`config.mk`:
```
export PLATFORM = sky130hd
export DESIGN_NAME = hex_msg_writer
export DESIGN_NICKNAME = d
export VERILOG_FILES = /design/src/rtl/hex_msg_writer.sv
export SDC_FILE = /design/constraint.sdc
export NUM_CORES = 1
export LEC_CHECK = 0
export ABC_AREA = 1
export ABC_CLOCK_PERIOD_IN_PS = 4300
export CORE_MARGIN = 2
export CORE_UTILIZATION = 45
export DETAILED_ROUTE_END_ITERATION = 8
export PLACE_DENSITY = 0.75
export SYNTH_ARGS = -nofsm -noshare
export SYNTH_HDL_FRONTEND = slang
export SYNTH_HIERARCHICAL = 1
export SYNTH_SLANG_ARGS = --single-unit
```
`constraint.sdc`:
```
create_clock -name clk -period 4.3 [get_ports clk]
set_input_delay 0.86 -clock clk [delete_from_list [all_inputs] [get_ports clk]]
set_output_delay 0.86 -clock clk [all_outputs]
set_load 0.01 [all_outputs]
```
`src/rtl/hex_msg_writer.sv`:
```
// Push-button message writer for a row of seven-segment displays: keys append
// 3-bit character codes to a small buffer, a switch scrolls the message.
module hex_msg_writer #(
    parameter int NUM_DISP = 8,
    parameter int TICK_DIV = 25000000
) (
    input  logic                     clk,
    input  logic                     rst_n,
    input  logic                     wr_key,
    input  logic                     clr_key,
    input  logic                     scroll_en,
    input  logic [2:0]               char_in,
    output logic [NUM_DISP-1:0][6:0] hex_disp,
    output logic [9:0]               ledr
);
    localparam int PW = (NUM_DISP > 1) ? $clog2(NUM_DISP) : 1;
    localparam int CW = $clog2(NUM_DISP + 1);
    localparam int TW = (TICK_DIV > 1) ? $clog2(TICK_DIV) : 1;

    typedef enum logic {LOAD, SCROLL} state_t;

    // Reset asserts asynchronously but releases on a clock edge.
    logic [1:0] rst_pipe;
    logic       arst_n;
    always_ff @(posedge clk or negedge rst_n) begin
        if (!rst_n) rst_pipe <= 2'b00;
        else        rst_pipe <= {rst_pipe[0], 1'b1};
    end
    assign arst_n = rst_pipe[1];

    logic [1:0] wr_sync, clr_sync, scr_sync;
    logic       wr_prev, clr_prev;
    logic [1:0] settle;
    logic       wr_pulse, clr_pulse;
    logic       settled;

    // Key edges are ignored until the synchronizers hold real samples, so a key
    // held through reset release does not look like a fresh press.
    assign settled = (settle == 2'd3);

    always_ff @(posedge clk or negedge arst_n) begin
        if (!arst_n) begin
            wr_sync   <= 2'b11;
            clr_sync  <= 2'b11;
            scr_sync  <= 2'b00;
            wr_prev   <= 1'b1;
            clr_prev  <= 1'b1;
            settle    <= 2'd0;
            wr_pulse  <= 1'b0;
            clr_pulse <= 1'b0;
        end else begin
            wr_sync   <= {wr_sync[0], wr_key};
            clr_sync  <= {clr_sync[0], clr_key};
            scr_sync  <= {scr_sync[0], scroll_en};
            wr_prev   <= wr_sync[1];
            clr_prev  <= clr_sync[1];
            if (!settled) settle <= settle + 2'd1;
            wr_pulse  <= settled & wr_prev & ~wr_sync[1];
            clr_pulse <= settled & clr_prev & ~clr_sync[1];
        end
    end

    state_t                     state_q, state_n;
    logic [NUM_DISP-1:0][2:0]   msg_q, msg_n;
    logic [PW-1:0]              wr_ptr_q, wr_ptr_n;
    logic [CW-1:0]              count_q, count_n;
    logic [PW-1:0]              offset_q, offset_n;
    logic [TW-1:0]              tick_q, tick_n;

    always_ff @(posedge clk or negedge arst_n) begin
        if (!arst_n) begin
            state_q  <= LOAD;
            msg_q    <= '1;
            wr_ptr_q <= '0;
            count_q  <= '0;
            offset_q <= '0;
            tick_q   <= '0;
        end else begin
            state_q  <= state_n;
            msg_q    <= msg_n;
            wr_ptr_q <= wr_ptr_n;
            count_q  <= count_n;
            offset_q <= offset_n;
            tick_q   <= tick_n;
        end
    end

    always_comb begin
        state_n  = state_q;
        msg_n    = msg_q;
        wr_ptr_n = wr_ptr_q;
        count_n  = count_q;
        offset_n = offset_q;
        tick_n   = tick_q;
        if (clr_pulse) begin
            state_n  = LOAD;
            msg_n    = '1;
            wr_ptr_n = '0;
            count_n  = '0;
            offset_n = '0;
            tick_n   = '0;
        end else begin
            case (state_q)
                LOAD: begin
                    offset_n = '0;
                    tick_n   = '0;
                    if (wr_pulse && count_q < CW'(NUM_DISP)) begin
                        msg_n[wr_ptr_q] = char_in;
                        wr_ptr_n        = wr_ptr_q + PW'(1);
                        count_n         = count_q + CW'(1);
                    end
                    if (scr_sync[1] && count_q != '0) state_n = SCROLL;
                end
                SCROLL: begin
                    if (!scr_sync[1]) begin
                        state_n  = LOAD;
                        offset_n = '0;
                        tick_n   = '0;
                    end else if (tick_q == TW'(TICK_DIV - 1)) begin
                        tick_n = '0;
                        // Wrap over written entries only.
                        if (CW'(offset_q) + CW'(1) >= count_q) offset_n = '0;
                        else                                     offset_n = offset_q + PW'(1);
                    end else begin
                        tick_n = tick_q + TW'(1);
                    end
                end
                default: state_n = LOAD;
            endcase
        end
    end

    for (genvar k = 0; k < NUM_DISP; k++) begin : g_lane
        hex_lane #(.NUM_DISP(NUM_DISP), .PW(PW), .CW(CW), .K(k)) u_lane (
            .clk    (clk),
            .arst_n (arst_n),
            .msg    (msg_q),
            .offset (offset_q),
            .count  (count_q),
            .seg    (hex_disp[NUM_DISP-1-k])
        );
    end

    logic [3:0] count4;
    assign count4 = 4'(count_q);

    always_ff @(posedge clk or negedge arst_n) begin
        if (!arst_n) ledr <= '0;
        else         ledr <= {count_q == CW'(NUM_DISP), state_q == SCROLL, 4'b0000, count4};
    end
endmodule

// One display position K (0 = leftmost): picks its buffer entry relative to
// the scroll offset and registers the decoded active-low segments.
module hex_lane #(
    parameter int NUM_DISP = 8,
    parameter int PW       = 3,
    parameter int CW       = 4,
    parameter int K        = 0
) (
    input  logic                     clk,
    input  logic                     arst_n,
    input  logic [NUM_DISP-1:0][2:0] msg,
    input  logic [PW-1:0]            offset,
    input  logic [CW-1:0]            count,
    output logic [6:0]               seg
);
    logic [PW:0]   sum;
    logic [PW-1:0] idx;
    logic [2:0]    code;
    logic          visible;

    assign sum     = {1'b0, offset} + (PW+1)'(K);
    assign idx     = (sum >= (PW+1)'(NUM_DISP)) ? PW'(sum - (PW+1)'(NUM_DISP)) : PW'(sum);
    assign code    = msg[idx];
    assign visible = CW'(K) < count;

    function automatic logic [6:0] decode(input logic [2:0] c);
        case (c)
            3'd0:    decode = 7'b0100001;
            3'd1:    decode = 7'b0000110;
            3'd2:    decode = 7'b1111001;
            3'd3:    decode = 7'b1000000;
            3'd4:    decode = 7'b0100100;
            default: decode = 7'b1111111;
        endcase
    endfunction

    always_ff @(posedge clk or negedge arst_n) begin
        if (!arst_n) seg <= 7'h7f;
        else         seg <= visible ? decode(code) : 7'h7f;
    end
endmodule

```
==> metrics, run 1 <==
Top FF cell, synth dfstp_2; Simple-Gate Fraction of Synth Area 0.3659; number of global-route vias before repair 6970; status finished clean; Slowest-stage cell, CP dfstp_2; Crit Path Class reg -> out; clk root buf clkbuf_16; Iter 0 DRT Violations 495; worst path bufs/invs 1; post-synthesis async set-or-reset flop share 1.000; Critical R2R Capture g_lane[1].u_lane/seg[1]; met2 WL post-DR 9580 µm; drt pass-1 iters 7; mux cell area share after synthesis 0.001337; Period minus WS final around 2.3 ns; hold_sp rst_pipe[0]; critical path depth 1; die area 19820 µm²; Setup Total Neg Slack 0 ns; Inserted Clock Buffers 17; post-layout util 0.5303; Final Hold Viols 0; Max Root-Sink Buffers 2; fin crit share 0.5451; area grow syn2layout 16.63%; P per Cell Area approximately 420 nW/µm²; fin nets 1313; Min-Delay Endpoint rst_pipe[1]; total grt overflow 0; Worst Path Max Fanout 2; commonest cells after routing, fill and taps aside nand2_1, inv_1, nand3_1; share of post-route cells with drive strength above 1 0.1764; Worst EP arrival 1.48 ns; unrepaired setup endpoints after global routing no; Vias/cell 4.905; #FFs+latches synth between 100 and 150; Slew headroom 0.3633; HP Class reg -> reg; largest net degree at the start of global routing 76; Worst-Skew Late Latency 0.42 ns; Critical Path RT approximately 3.4 ns; antenna violations before repair 0; actual slew at the worst max-slew pin ~0.96 ns; DRC Markers 0; n_diodes 0; clock-pin slew on the worst setup and hold paths 0.06 ns; die height 140.8 µm; remaining antenna violation count after routing 0; FF/Latch Area about 3300 µm²; EDFF count, synth 0; Post-Synth XOR/XNOR Area 0.02274; TritonCTS clock tree built; LEAKAGE 4.878 nW; dpl hpwl 13640 µm; Distinct cells, synth 41; Top Layer Used met4; Core Area ~19000 µm²; cell chain of the critical path clkdlybuf4s50_1; drt wl/cell ~13 µm; Setup Viol. Count Final 0; WL final 20350 µm; commonest non-fill, non-tap cell in the layout nand2_1; final weighted congestion in routability-driven placement 0.9318; Max Cap Viol 0; CP startpoint kind flip-flop; # rows 50; CP Capture Type primary output; Synth Cell Area between 8000 and 9000 µm²; clk_skew 0.009514 ns; # port buffers between 60 and 70; worst hold stages 0; R2R setup slack 1.99 ns; Max stage delay on crit path between 0.5 and 0.6 ns; reg2reg path depth 9; adder and majority gate portion of the synthesized area 0.02081; Max Clk Rate between 400 and 500 MHz; cts hold-fix bufs 0; met3 wire len 1489 µm; Initial Utilization 0.4547; Setup Fix Bufs, Post-CTS 0; r2r startpoint offset_q[0]; Post-Synthesis Cells 1225; Seq/Total Area, Yosys 0.3920; Synth Area in Compound Gates 0.04310; IO Pins between 70 and 80; H-tree depth 4; M1 WL 8639 µm; GR Util All Layers 0.2123; Post-CTS Resized 0; Top Family by Delay on Critical Path flip-flops; Placed Area 9188 µm²; Fillers between 1500 and 2000; average cell area after synthesis between 6 and 7 µm²; worst ir drop on vdd 295.0 µV; clock sinks 128; final instance area 9819 µm²; footprint of the multi-input gates 3840 µm²; warning count from the yosys run 6; Vias 7544; die span in x roughly 140 µm; Final Max Slew Viols 0; largest family of logic cells by synthesized area simple AND/OR/NAND/NOR gates; global-route wire length before repair between 30000 and 40000 µm
[where the power goes]
group          leakage (nW)  internal (mW)  switching (mW)
sequential             1.49           1.41           0.315
clock                 0.302           1.01           0.526
combinational          3.09          0.366           0.492
total                  4.88           2.79            1.33
[stage by stage]
stage	power, mW	cells	hold WS, ns	worst slack, ns
4_1_cts	4.139	1538	0.3488	1.925
5_1_grt	4.349	1538	0.3566	1.783
6_report	4.120	1538	0.3475	1.956
3_3_place_gp	2.550	1506	0.3378	2.124
2_1_floorplan	2.233	1228	0.3312	0.6061
3_5_place_dp	2.575	1506	0.3364	2.055
[kinds of logic (layout without fill, tap and decap cells)]
kind of cell | after synthesis | count (layout)
xor gates and xnor gates | 21 | 21
adders and majority gates | 14 | 14
and+or+nand+nor | 699 | 699
other | 2 | 5
buffers and inverters | 300 | 376
AOI/OAI and AO/OA | 60 | 60
muxes | 1 | 1
DFF | 128 | 128
[layer usage]
metal	GRT usage	up-vias
li1	-	3784
met1	0.2720	3431
met2	0.3499	275
met3	0.04688	54
met4	0.08632	0
met5	0	-
[worst max path at each step]
stage                            start                 endpoint
2_1_floorplan              rst_pipe[1]                clr_pulse
3_3_place_gp               offset_q[0]  g_lane[7].u_lane/seg[4]
3_5_place_dp               offset_q[0]  g_lane[7].u_lane/seg[0]
4_1_cts        g_lane[7].u_lane/seg[4]              hex_disp[3]
5_1_grt                    offset_q[0]  g_lane[5].u_lane/seg[4]
6_report       g_lane[7].u_lane/seg[4]              hex_disp[3]
[Yosys cell counts, types with 15 or more instances]
cell type / number / area (µm²)
inv_1: 243 / 912.1
dfrtp_1: 50 / 1251
o21ai_0: 23 / 115.1
a21oi_1: 15 / 75.07
nor2_1: 137 / 514.2
nand2_2: 33 / 206.5
nand3_1: 147 / 735.7
nand2_1: 330 / 1239
buf_4: 16 / 120.1
inv_2: 22 / 82.58
dfstp_2: 78 / 2049
nor2_2: 30 / 187.7
[registers in the layout (all words and copies together), names as in the netlist, 3 cells and up]
name               flops
count4                 4
g_lane.u_lane/seg     48
ledr                   6
msg_q                 24
offset_q               3
tick_q                25
wr_ptr_q               3
[final cells by class]
| class | instances | share of cell area |
|---|---|---|
| Clock buffer | 22 | 0.04829 |
| Clock inverter | 10 | 0.01606 |
| Inverter | 269 | 0.1032 |
| Multi-Input combinational cell | 800 | 0.3911 |
| Sequential cell | 128 | 0.3366 |
| Tap cell | 234 | 0.02982 |
| Timing Repair Buffer | 75 | 0.07492 |
Power figures use the tool's default switching activity.
==> inputs of run 2 (changes only) <==
Settings changed: ABC_CLOCK_PERIOD_IN_PS 4300 to 2400.
Clock period 4.3 ns to 2.4 ns, I/O delays scaled along.
==> metrics, run 2 (same netlist as run 1, synthesis figures left out) <==
status finished clean; Critical Path RT ~2.8 ns; n_diodes 0; area grow syn2layout 17.63%; Fillers between 1500 and 2000; HP Class in -> async; Hold Worst Slack between 0.2 and 0.25 ns; dpl hpwl 13740 µm; largest net degree at the start of global routing 54; remaining antenna violation count after routing 0; Max stage delay on crit path between 0.5 and 0.6 ns; WL final 20360 µm; Pint 4.957 mW; Setup Viol. Count Final 0; cts hold-fix bufs 0; combinational power share 0.214; fin nets about 1300; r2r startpoint offset_q[0]; Vias/cell 4.897; commonest non-fill, non-tap cell in the layout nand2_1; Worst Path Max Fanout 40; global-route wire length before repair about 34000 µm; drt pass-1 iters 5; Setup Fix Bufs, Post-CTS 0; total grt overflow 0; Setup Total Neg Slack 0 ns; cell chain of the critical path buf_4 > ha_1 > inv_1 > nand3_1 > nand3_1 > nand2_2 > nand2_2 > nor2_2 > nor2_1; die span in x roughly 140 µm; GR Util All Layers 0.2148; part of the power in the clock network 0.373; worst ir drop on vdd 590.6 µV; Critical R2R Capture g_lane[1].u_lane/seg[6]; Layout Cells excl Fill 1546; # port buffers 69; max reg flops 48; LEAKAGE 4.923 nW; clk_skew slightly below 0.01 ns; CP startpoint kind flip-flop; DP Worst Slack 0.3541 ns; clock-pin slew on the worst setup and hold paths 0.06 ns; Max Clk Rate around 470 MHz; Inserted Clock Buffers 17; unrepaired setup endpoints after global routing no; Iter 0 DRT Violations 632; Final Hold Viols 0; final worst slack about 0.29 ns; Worst EP arrival 2.45 ns; Post-CTS Resized 0; Psw 2.462 mW; share of post-route cells with drive strength above 1 0.1814; H-tree depth 4; R2R setup slack 0.29 ns; largest reg by FF count g_lane.u_lane/seg; reg2reg path depth 9; Worst-Skew Late Latency ~0.42 ns; Crit Path Class reg -> reg; # rows 50; Core Area between 15000 and 20000 µm²; Max Cap Viol 0; Initial Utilization 0.4547; CP Capture Type flip-flop; Sw Share 0.3319; Final Max Slew Viols 0; antenna violations before repair 0; placed cells 1514; clk root buf clkbuf_16; P per Cell Area 749.2 nW/µm²; die area 19820 µm²; final weighted congestion in routability-driven placement 0.9247; clock sinks 128; Vias between 7000 and 8000; Period minus WS final 2.106 ns; fin crit share 0.8773; Slowest-stage cell, CP dfrtp_2; TritonCTS clock tree built; actual slew at the worst max-slew pin 0.6617 ns; IO Pins 74; Largest regs g_lane.u_lane/seg (48), tick_q (25), msg_q (24); DRC Markers 0; Max Root-Sink Buffers 2; die height approximately 140 µm; Reg power frac 0.413; commonest cells after routing, fill and taps aside nand2_1, inv_1, nand3_1; total power 7.420 mW; Slew headroom 0.5589; drt wl/cell approximately 13 µm; number of global-route vias before repair 6959
==> run 2: final cells by class <==
class / instances / area [µm²] / area share
Sequential cell: 128 / 3306 / 0.3338
Multi-Input combinational cell: 800 / 3840 / 0.3877
Tap cell: 234 / 292.8 / 0.02956
Clock inverter: 13 / 187.7 / 0.01895
Inverter: 269 / 1013 / 0.1023
Clock buffer: 19 / 442.9 / 0.04473
Timing Repair Buffer: 83 / 820.8 / 0.08288
==> run 2: power by group through the flow <==
stage | Sequential [mW] | Clock (mW) | Combinational [mW]
after floorplan | 2.87 | 0 | 1.13
after global placement | 3.08 | 0 | 1.53
after detailed placement | 3.07 | 0 | 1.57
after CTS | 3.04 | 2.82 | 1.59
after global routing | 3.08 | 2.93 | 1.84
final | 3.06 | 2.77 | 1.59
==> run 2: worst max-delay path by stage <==
stage	startpoint	cells after the start	end
global route	offset_q[0]	9	g_lane[1].u_lane/seg[4]
CTS	offset_q[0]	9	g_lane[1].u_lane/seg[6]
detailed placement	offset_q[0]	9	g_lane[1].u_lane/seg[6]
floorplan	offset_q[0]	10	g_lane[7].u_lane/seg[0]
finish	offset_q[0]	9	g_lane[1].u_lane/seg[6]
global placement	offset_q[0]	9	g_lane[1].u_lane/seg[4]
==> run 2: critical path: cells and delay by family (launching register included) <==
kind | cells | cell delay, ns
buffers and inverters | 2 | 0.58
AND/OR/NAND/NOR | 6 | 0.55
flip-flops | 1 | 0.51
adder cells (fa/ha/maj) | 1 | 0.37
==> run 2: metal layers <==
| layer | up-vias | wire, µm | track usage |
|---|---|---|---|
| met5 | - | 0 | 0 |
| met4 | 0 | 648 | 0.09947 |
| met3 | 47 | 1360 | 0.03329 |
| met2 | 272 | 9496 | 0.3420 |
| met1 | 3461 | 8856 | 0.2896 |
| li1 | 3791 | - | - |
==> run 2: per-stage QoR <==
step | util | instance area, µm²
final | 0.5348 | 9903
after global routing | 0.5348 | 9903
after CTS | 0.5348 | 9903
after detailed placement | 0.5007 | 9273
after global placement | 0.5007 | 9273
after floorplan | - | 8432
==> inputs of run 3 (changes only) <==
Settings changed: ABC_CLOCK_PERIOD_IN_PS 2400 to 1700, GPL_ROUTABILITY_DRIVEN set to 0, PLACE_DENSITY 0.75 to 0.77.
Clock period 2.4 ns to 1.7 ns, I/O delays scaled along.
==> metrics, run 3 (same netlist as run 1, synthesis figures left out) <==
number of global-route vias before repair 7035; cell chain of the critical path ha_4 > xor2_4 > ha_4 > nand2_1 > inv_1 > nand3_1 > nand3_1 > nor2_2 > nand3_1 > nand2_1; clock-pin slew on the worst setup and hold paths ~0.060 ns; P per Cell Area 980.2 nW/µm²; Crit Path Class reg -> reg; largest net degree at the start of global routing 57; Worst EP arrival between 2 and 2.5 ns; GR Layer Usage met3 0.03431; Final Hold Viols 0; HP Class in -> async; Iter 0 DRT Violations 682; # port buffers 69; status complete, but fails checks; Critical Path RT 2.06 ns; Core Area approximately 19000 µm²; GR Util All Layers 0.2119; failing checks negative setup slack; die span in x 140.8 µm; H-tree depth 4; R2R setup slack -0.06 ns; Initial Utilization 0.4547; fin crit share 1.036; Hold Worst Slack 0.07590 ns; clk_skew 0.008950 ns; Worst Path Max Fanout 7; unrepaired setup endpoints after global routing yes; dpl hpwl 14090 µm; die height 140.8 µm; Setup Viol. Count Final 12; commonest non-fill, non-tap cell in the layout nand2_1; WL final 21070 µm; clock sinks 128; drt wl/cell approximately 13 µm; remaining antenna violation count after routing 0; Max Cap Viol 0; DP Worst Slack -0.1185 ns; grt met1 use 0.2772; Inserted Clock Buffers 17; fin nets 1344; CP startpoint kind flip-flop; post-layout util 0.5555; Setup Total Neg Slack -0.4429 ns; clk root buf clkbuf_16; IO Pins 74; final worst slack -0.06161 ns; most used cell, CP nand3_1; Worst-Skew Late Latency about 0.43 ns; Largest regs g_lane.u_lane/seg (48), tick_q (25), msg_q (24); max reg flops 48; LEAKAGE 5.002 nW; Slowest-stage cell, CP dfrtp_4; Max stage delay on crit path 0.54 ns; commonest cells after routing, fill and taps aside nand2_1, inv_1, nand3_1; n_diodes 0; Final Max Slew Viols 0; cts hold-fix bufs 0; Vias 7696; CP Capture Type flip-flop; DRC Markers 0; # rows 50; die area 19820 µm²; Period minus WS final 1.762 ns; largest reg by FF count g_lane.u_lane/seg; Max Clk Rate 567.7 MHz; worst ir drop on vdd 883.1 µV; M2 GR Usage 0.3481; drt pass-1 iters 5; antenna violations before repair 0; TritonCTS clock tree built; total grt overflow 0; Vias/cell 4.905; area grow syn2layout 22.19%; gr busiest metal met2; worst path bufs/invs 1; share of post-route cells with drive strength above 1 0.2217; Top Family by Delay on Critical Path flip-flops; Fillers 1675; global-route wire length before repair 33470 µm; Max Root-Sink Buffers 2
## run 3: final timing paths
path,cells after the start,endpoint,startpoint
worst max register to register,10,offset_q[0],offset_q[0]
min in group clk,1,clr_sync[0],clr_key
worst max-delay path,10,offset_q[0],offset_q[0]
worst min-delay path,1,rst_pipe[0],rst_n
max in group asynchronous,1,g_lane[0].u_lane/seg[5],rst_pipe[1]
worst min register to register,0,count4[1],rst_pipe[1]
## run 3: stage by stage
stage,std cells,power [mW],area [µm²]
floorplan,1228,5.651,8486
global placement,1532,6.495,9458
detailed placement,1532,6.571,9458
CTS,1567,10.01,10040
global route,1569,10.66,10290
finish,1569,10.08,10290
## run 3: area by class of cell
cell class              count  area, µm²  area share
clock buffers              18      429.2     0.04172
repair buffers            106      975.9     0.09487
flip-flops and latches    128       3311      0.3218
clock inverters            14      132.6     0.01289
inverters                 269       1061      0.1031
well taps                 234      292.8     0.02846
multi-input cells         800       4085      0.3971
## run 3: repair_timing
item / CTS / global route
resized for setup: 74 / 52
pin swaps: 1 / 17
endpoints found under the hold margin: 0 / 0
buffers inserted: 3 / 3
setup endpoints to repair: 82 / 62
cloned: 0 / 1
## run 3: power breakdown
| group | leakage (nW) | total (mW) | switching [mW] | internal (mW) |
|---|---|---|---|---|
| Clock | 0.268 | 3.46 | 1.43 | 2.03 |
| Combinational | 3.25 | 2.31 | 1.40 | 0.918 |
| Sequential | 1.48 | 4.31 | 0.743 | 3.57 |
| Total | 5.00 | 10.1 | 3.57 | 6.51 |
## run 3: routing by layer
layer  up-vias  wire length (µm)
met3        79              1403
met4         0               898
met5         -                 0
met1      3499              8817
met2       276              9954
li1       3842                 -
==> variant 1 (flow settings as in run 3) <==
`NUM_DISP` is set to 8 in 2 places; all go to 4.
--- a/src/rtl/hex_msg_writer.sv
+++ b/src/rtl/hex_msg_writer.sv
@@ -2,5 +2,5 @@
 // 3-bit character codes to a small buffer, a switch scrolls the message.
 module hex_msg_writer #(
-    parameter int NUM_DISP = 8,
+    parameter int NUM_DISP = 4,
     parameter int TICK_DIV = 25000000
 ) (
@@ -154,5 +154,5 @@
 // the scroll offset and registers the decoded active-low segments.
 module hex_lane #(
-    parameter int NUM_DISP = 8,
+    parameter int NUM_DISP = 4,
     parameter int PW       = 3,
     parameter int CW       = 4,
Ports: changed (resized hex_disp); port bits go from 74 to 46. No check against the original RTL was run, so the function may have changed too.
==> variant 1 against run 3 <==
Cell area is 49% lower; hold slack better by 43 ps; combinational power is 49% lower; worst setup slack better by 160 ps; count of clock-buffer cells in the layout is 7 lower; highest routed layer unchanged; routed wire length is 57% lower; area after synthesis is 47% lower; critical path depth is 9 lower; register-to-register slack better by 170 ps; total power is 46% lower; non-clock buffer count is 53 lower; sequential cell count is 40 lower.
==> variant 1: results (changes against run 3) <==
** Outcome
- Status :: finished, final reports clean

** Detailed routing
- The length of the first detailed-routing pass in iterations was 5 (unchanged).
- The post-detailed-route wirelength per cell was 12.2 um (-9.1%).
- The overall routed net length was 9040 um (-57%).
- Number of violations reported at the end of detailed-routing iteration 0 :: 182 (-73%)
- The via count normalized by instance count came to 4.96 (+1.1%).

** Flow run
- MaxCap Viol Count :: 0 (unchanged)

** Placed design
- DP HPWL :: 6750 um (-52%)
- Cell count after placement :: 724 (-53%)
- The count of buffers inserted at the top-level ports is 40 (-42%).

** Final layout
- Layout net count :: 622 (-54%)
- Fraction of layout cells with a size suffix above 1 :: 17.6% (-4.5 points)
- In the final layout, the registers with the most flip-flops are tick_q (25), g_lane.u_lane/seg (24), msg_q (12).
- Largest register FFs :: 25 (-48%)
- # diodes :: 0 (unchanged)

** Global route
- The global-route total usage across every layer came to 18.3% (-2.8 points).
- Wire length of the first global-routing pass :: 15,200 um (-54%)
- The maximum number of pins on one net before global-route repair came to 33 (-42%).
- The met1 capacity usage during global routing came to 22.5% (-5.2 points).
- The fraction of met3 tracks used by global routing is 3.02% (-0.41 points).
- The total congestion overflow was 0 (unchanged).
- met2 is the most crowded layer.
- Number of global-route vias before repair :: 3,478 (-51%)
- The met2 capacity usage during global routing came to 31.2% (-3.6 points).

** Synthesis
- The mapped cell area came to 4450 sq um (-47%).
- Synth top area cells :: dfrtp_1, dfstp_2, nand2_1, nor2_1, nand3_1
- Share of cell area taken by muxes after synthesis :: 0.253% (+0.12 points)
- The proportion of synthesized chip area in sequential cells came to 50.7% (+11 points).
- The distinct cell type count after synthesis is 33 (-20%).
- Post-Syn Instances :: 550 (-55%)
- Ranked by instance count, the synthesized netlist is headed by nand2_1, nor2_1, dfrtp_1.
- The number of warnings reported in the yosys synthesis log is 6 (unchanged).
- Adder-cell share of the synthesized area :: 3.37% (+1.3 points)
- The compound-gate portion of the synthesized area is 4.72% (+0.41 points).
- The synthesized-area fraction occupied by xor and xnor cells came to 2.95% (+0.68 points).

** Clock tree
- Number of buffers added by the clock tree synthesis step :: 9 (-8)
- Level count of the clock H-tree :: 3 (-1)
- Clock tree buffer depth :: 2 (unchanged)
- The cell sitting at the root of the clock tree is a clkbuf_8.
- The clock transition at the register clock pins on the worst setup and hold paths after CTS was 100 ps (+40 ps).
- Clock Latency Late Sink :: 370 ps (-60 ps)

** Worst setup path
- Critical path's top delay family :: buffers and inverters
- Delay contributed by the slowest stage of the critical path :: 540 ps (about the same)
- Critical path data arrival time :: 1260 ps (-860 ps)
- On the critical path, the stage with the largest delay is an instance of clkdlybuf4s50_1.
- Largest fanout of any net on the critical path :: 1 (-6)

** Power and ir drop
- Standby leakage power :: 2.27 nW (-55%)
- The worst ir drop on vdd came to 0.495 mV (-44%).

** Timing
- Worst Skew :: 16.7 ps (+7.79 ps)
==> variant 1: cell types whose count changed after synthesis, sizes merged, moves of 7 or more <==
cell | run 3 | this run
a31oi | 1 | 9
buf | 31 | 12
dfstp | 78 | 42
inv | 266 | 45
nand2 | 364 | 184
nand3 | 154 | 40
nor2 | 171 | 102
o21ai | 32 | 6
xor2 | 15 | 8
==> variant 1: layout make-up <==
type                       count  area (sq um)
timing repair buffer          53           500
inverter                      45           174
fill                         873          4430
sequential                    88          2260
clock buffer                  11           141
clock inverter                 5          80.1
tap                          133           166
multi-input combinational    405          1930
==> variant 1: report_power, final <==
| group | switching (mW) | internal [mW] |
|---|---|---|
| registers | 0.245 | 2.44 |
| clock network | 0.738 | 0.866 |
| logic | 0.711 | 0.468 |
==> variant 1: routing by layer <==
metal / up-vias / wire length, um
li1: 1810 / -
met1: 1733 / 3890
met2: 101 / 4480
met3: 26 / 412
met4: 0 / 259
met5: - / 0
==> variant 1: final timing paths <==
path	start	endpoint	slack [ps]	cells past startpoint
setup / recovery	ledr[8]	ledr[8]	100	1
hold / removal	rst_n	rst_pipe[0]	120	1
setup reg to reg	offset_q[0]	offset_q[1]	110	7
hold reg to reg	rst_pipe[1]	offset_q[0]	260	0
max in group asynchronous	rst_pipe[1]	g_lane[2].u_lane/seg[5]	890	1
min in group clk	scr_sync[0]	scr_sync[1]	350	0
==> variant 1: metrics by stage <==
step | hold slack (ps) | area [sq um] | setup WS [ps] | power [mW]
global placement | 261 | 5060 | 188 | 3.89
finish | 119 | 5250 | 95.4 | 5.47
detailed placement | 271 | 5060 | 117 | 3.95
floorplan | 44.4 | 4470 | 5.32 | 3.49
global route | 107 | 5250 | 19.5 | 5.79
CTS | 104 | 5250 | 80.1 | 5.51
==> variant 1: timing repair <==
item | in CTS | in global routing
cloned | 0 | 0
endpoints found under the setup margin | 28 | 1
buffers inserted | 0 | 0
gates resized for setup | 28 | 1
pin swaps | 0 | 1
==> variant 1: logic make-up (layout without fill, tap and decap cells) <==
family                   count (synthesis)  after routing
flip-flops                              88             88
buffers and inverters                   61            114
AO/OA/AOI/OAI                           36             36
multiplexers                             1              1
AND/OR/NAND/NOR                        335            335
adder cells (fa/ha/maj)                 12             12
XOR/XNOR                                15             15
other                                    2              6
==> variant 2 (flow settings as in run 3) <==
Without the edit above. Register the output `hex_disp`, with the module's reset; this adds one clock of latency there. The other outputs are not delayed to match.
--- a/src/rtl/hex_msg_writer.sv
+++ b/src/rtl/hex_msg_writer.sv
@@ -19,4 +19,6 @@
 
     typedef enum logic {LOAD, SCROLL} state_t;
+
+    logic [NUM_DISP-1:0][6:0] hex_disp_d;
 
     // Reset asserts asynchronously but releases on a clock edge.
@@ -138,5 +140,5 @@
             .offset (offset_q),
             .count  (count_q),
-            .seg    (hex_disp[NUM_DISP-1-k])
+            .seg    (hex_disp_d[NUM_DISP-1-k])
         );
     end
@@ -149,4 +151,12 @@
         else         ledr <= {count_q == CW'(NUM_DISP), state_q == SCROLL, 4'b0000, count4};
     end
+    always_ff @(posedge clk or negedge rst_n) begin
+        if (!rst_n) begin
+            hex_disp <= '0;
+        end else begin
+            hex_disp <= hex_disp_d;
+        end
+    end
+
 endmodule
 
Behaviour: not the same (Yosys sat finds a counterexample within 4 cycles, from zero or initial values and one cycle with rst_n low).
==> variant 2 against run 3 <==
The run still ends with setup timing left; die area grew 16%; first-iteration DRC count grew 9.4%; global-route usage fell by 1.3 points; area after synthesis grew 17%; combinational power is 10% higher; non-clock buffer count is 15 higher; routed wire length is 10% higher; cell area rose by 18%; core utilization is 0.82 points higher; worst setup slack got worse by 67 ps; sequential cell count up 56; total power up 23%; sequential share of layout area increased by 6.5 points; largest power group unchanged.
==> variant 2: results (changes against run 3) <==
** Timing
- The setup skew after layout is 11.3 ps (+2.36 ps).
- Setup TNS after final layout :: -2040 ps (-1600 ps)
- The final worst setup slack is -129 ps (-67.4 ps).
- The count of endpoints failing setup in the final report was 30 (+18).

** Global route
- Pin count of the biggest net entering global routing :: 59 (+3.5%)
- The met1 capacity usage during global routing was 25.0% (-2.7 points).
- Total track usage :: 19.9% (-1.3 points)
- The fraction of met3 tracks used by global routing came to 3.99% (+0.56 points).
- The met2 capacity usage during global routing was 32.8% (-2.0 points).
- Wire length of the first global-routing pass :: 37,100 um (+11%)

** Outcome
- The run finished, with violations left.
- Violations in the final reports :: setup timing

** Synthesis
- Area fraction in compound gates after synthesis :: 3.96% (-0.35 points)
- The proportion of synthesized chip area in sequential cells was 47.8% (+8.6 points).
- For this run, the leading register cell type out of synthesis is dfrtp_1.
- Xor-xnor portion of the synthesized cell area :: 1.95% (-0.33 points)
- Synth top area cells :: dfrtp_1, dfstp_2, nand2_1, inv_1, nand3_1
- The number of warnings reported in the yosys synthesis log is 6 (unchanged).
- The distinct cell type count after synthesis was 43 (+4.9%).
- The fraction of the mapped netlist area in adder cells is 1.78% (-0.30 points).
- Share of cell area taken by muxes after synthesis :: 0.114% (-0.019 points)
- Commonest cells post-synth :: nand2_1, inv_1, nand3_1

** Detailed routing
- Detail-routed via count per cell :: 4.96 (+1.2%)
- Number of violations reported at the end of detailed-routing iteration 0 :: 746 (+9.4%)
- The met2 wire length came to 11,400 um (+14%).
- Met3 wire len :: 1590 um (+14%)
- The met1 layer wirelength in the final routing came to 9270 um (+5.1%).

** Worst setup path
- Critical path data arrival time :: 2210 ps (+90 ps)
- Reg2reg path depth :: 9 (-1)

** Clock tree
- The post-cts resize count was 14 (-81%).

** Power and ir drop
- Relative contribution of sequential cells to total power :: 47.1% (+4.4 points)
- The part of the power in combinational logic is 20.6% (-2.3 points).
- Internal power :: 8.32 mW (+28%)
- The static leakage power is 5.76 nW (+15%).
- The switching power as a share of total power came to 32.8% (-2.7 points).

** Final layout
- Layout Cells excl Fill :: 1,683 (+7.3%)
- The area of all placed cells without fillers was 12,200 sq um (+18%).
- Fraction of layout cells with a size suffix above 1 :: 24.2% (+2.0 points)
- The net count of the finished layout was 1,412 (+5.1%).
- The filler cell count in the final layout came to 1,894 (+13%).

** Placed design
- DP HPWL :: 15,400 um (+9.2%)
- Worst slack at placement :: -145 ps (-26.1 ps)
- The area after detailed placement came to 11,000 sq um (+16%).
- Cell count after placement :: 1,638 (+6.9%)
variant 2: worst min-delay path by stage:
| stage | startpoint | cells past startpoint | endpoint | slack [ps] |
|---|---|---|---|---|
| CTS | clr_key | 1 | clr_sync[0] | 280 |
| floorplan | rst_n | 0 | hex_disp[0] | 40 |
| finish | clr_key | 1 | clr_sync[0] | 300 |
| global route | wr_key | 1 | wr_sync[0] | 300 |
| detailed placement | rst_pipe[1] | 0 | offset_q[0] | 330 |
| global placement | rst_pipe[1] | 0 | offset_q[0] | 330 |
variant 2: final cells by class:
type	count	area (sq um)	share of cell area (%)
Sequential cell	184	4710	38.7
Multi-Input combinational cell	803	4320	35.4
Timing Repair Buffer	121	1190	9.75
Inverter	263	1020	8.41
Clock buffer	21	460	3.78
Tap cell	280	350	2.87
Clock inverter	11	138	1.13
variant 2: critical path, stage by stage, from the launching register on:
cell     delay [ps]
dfrtp_4         550
buf_4           180
buf_12          150
or2_2           270
nand3_1          70
nand2_1          90
a21oi_4         180
nand2_2         110
nor2_2          110
nor2_1           50
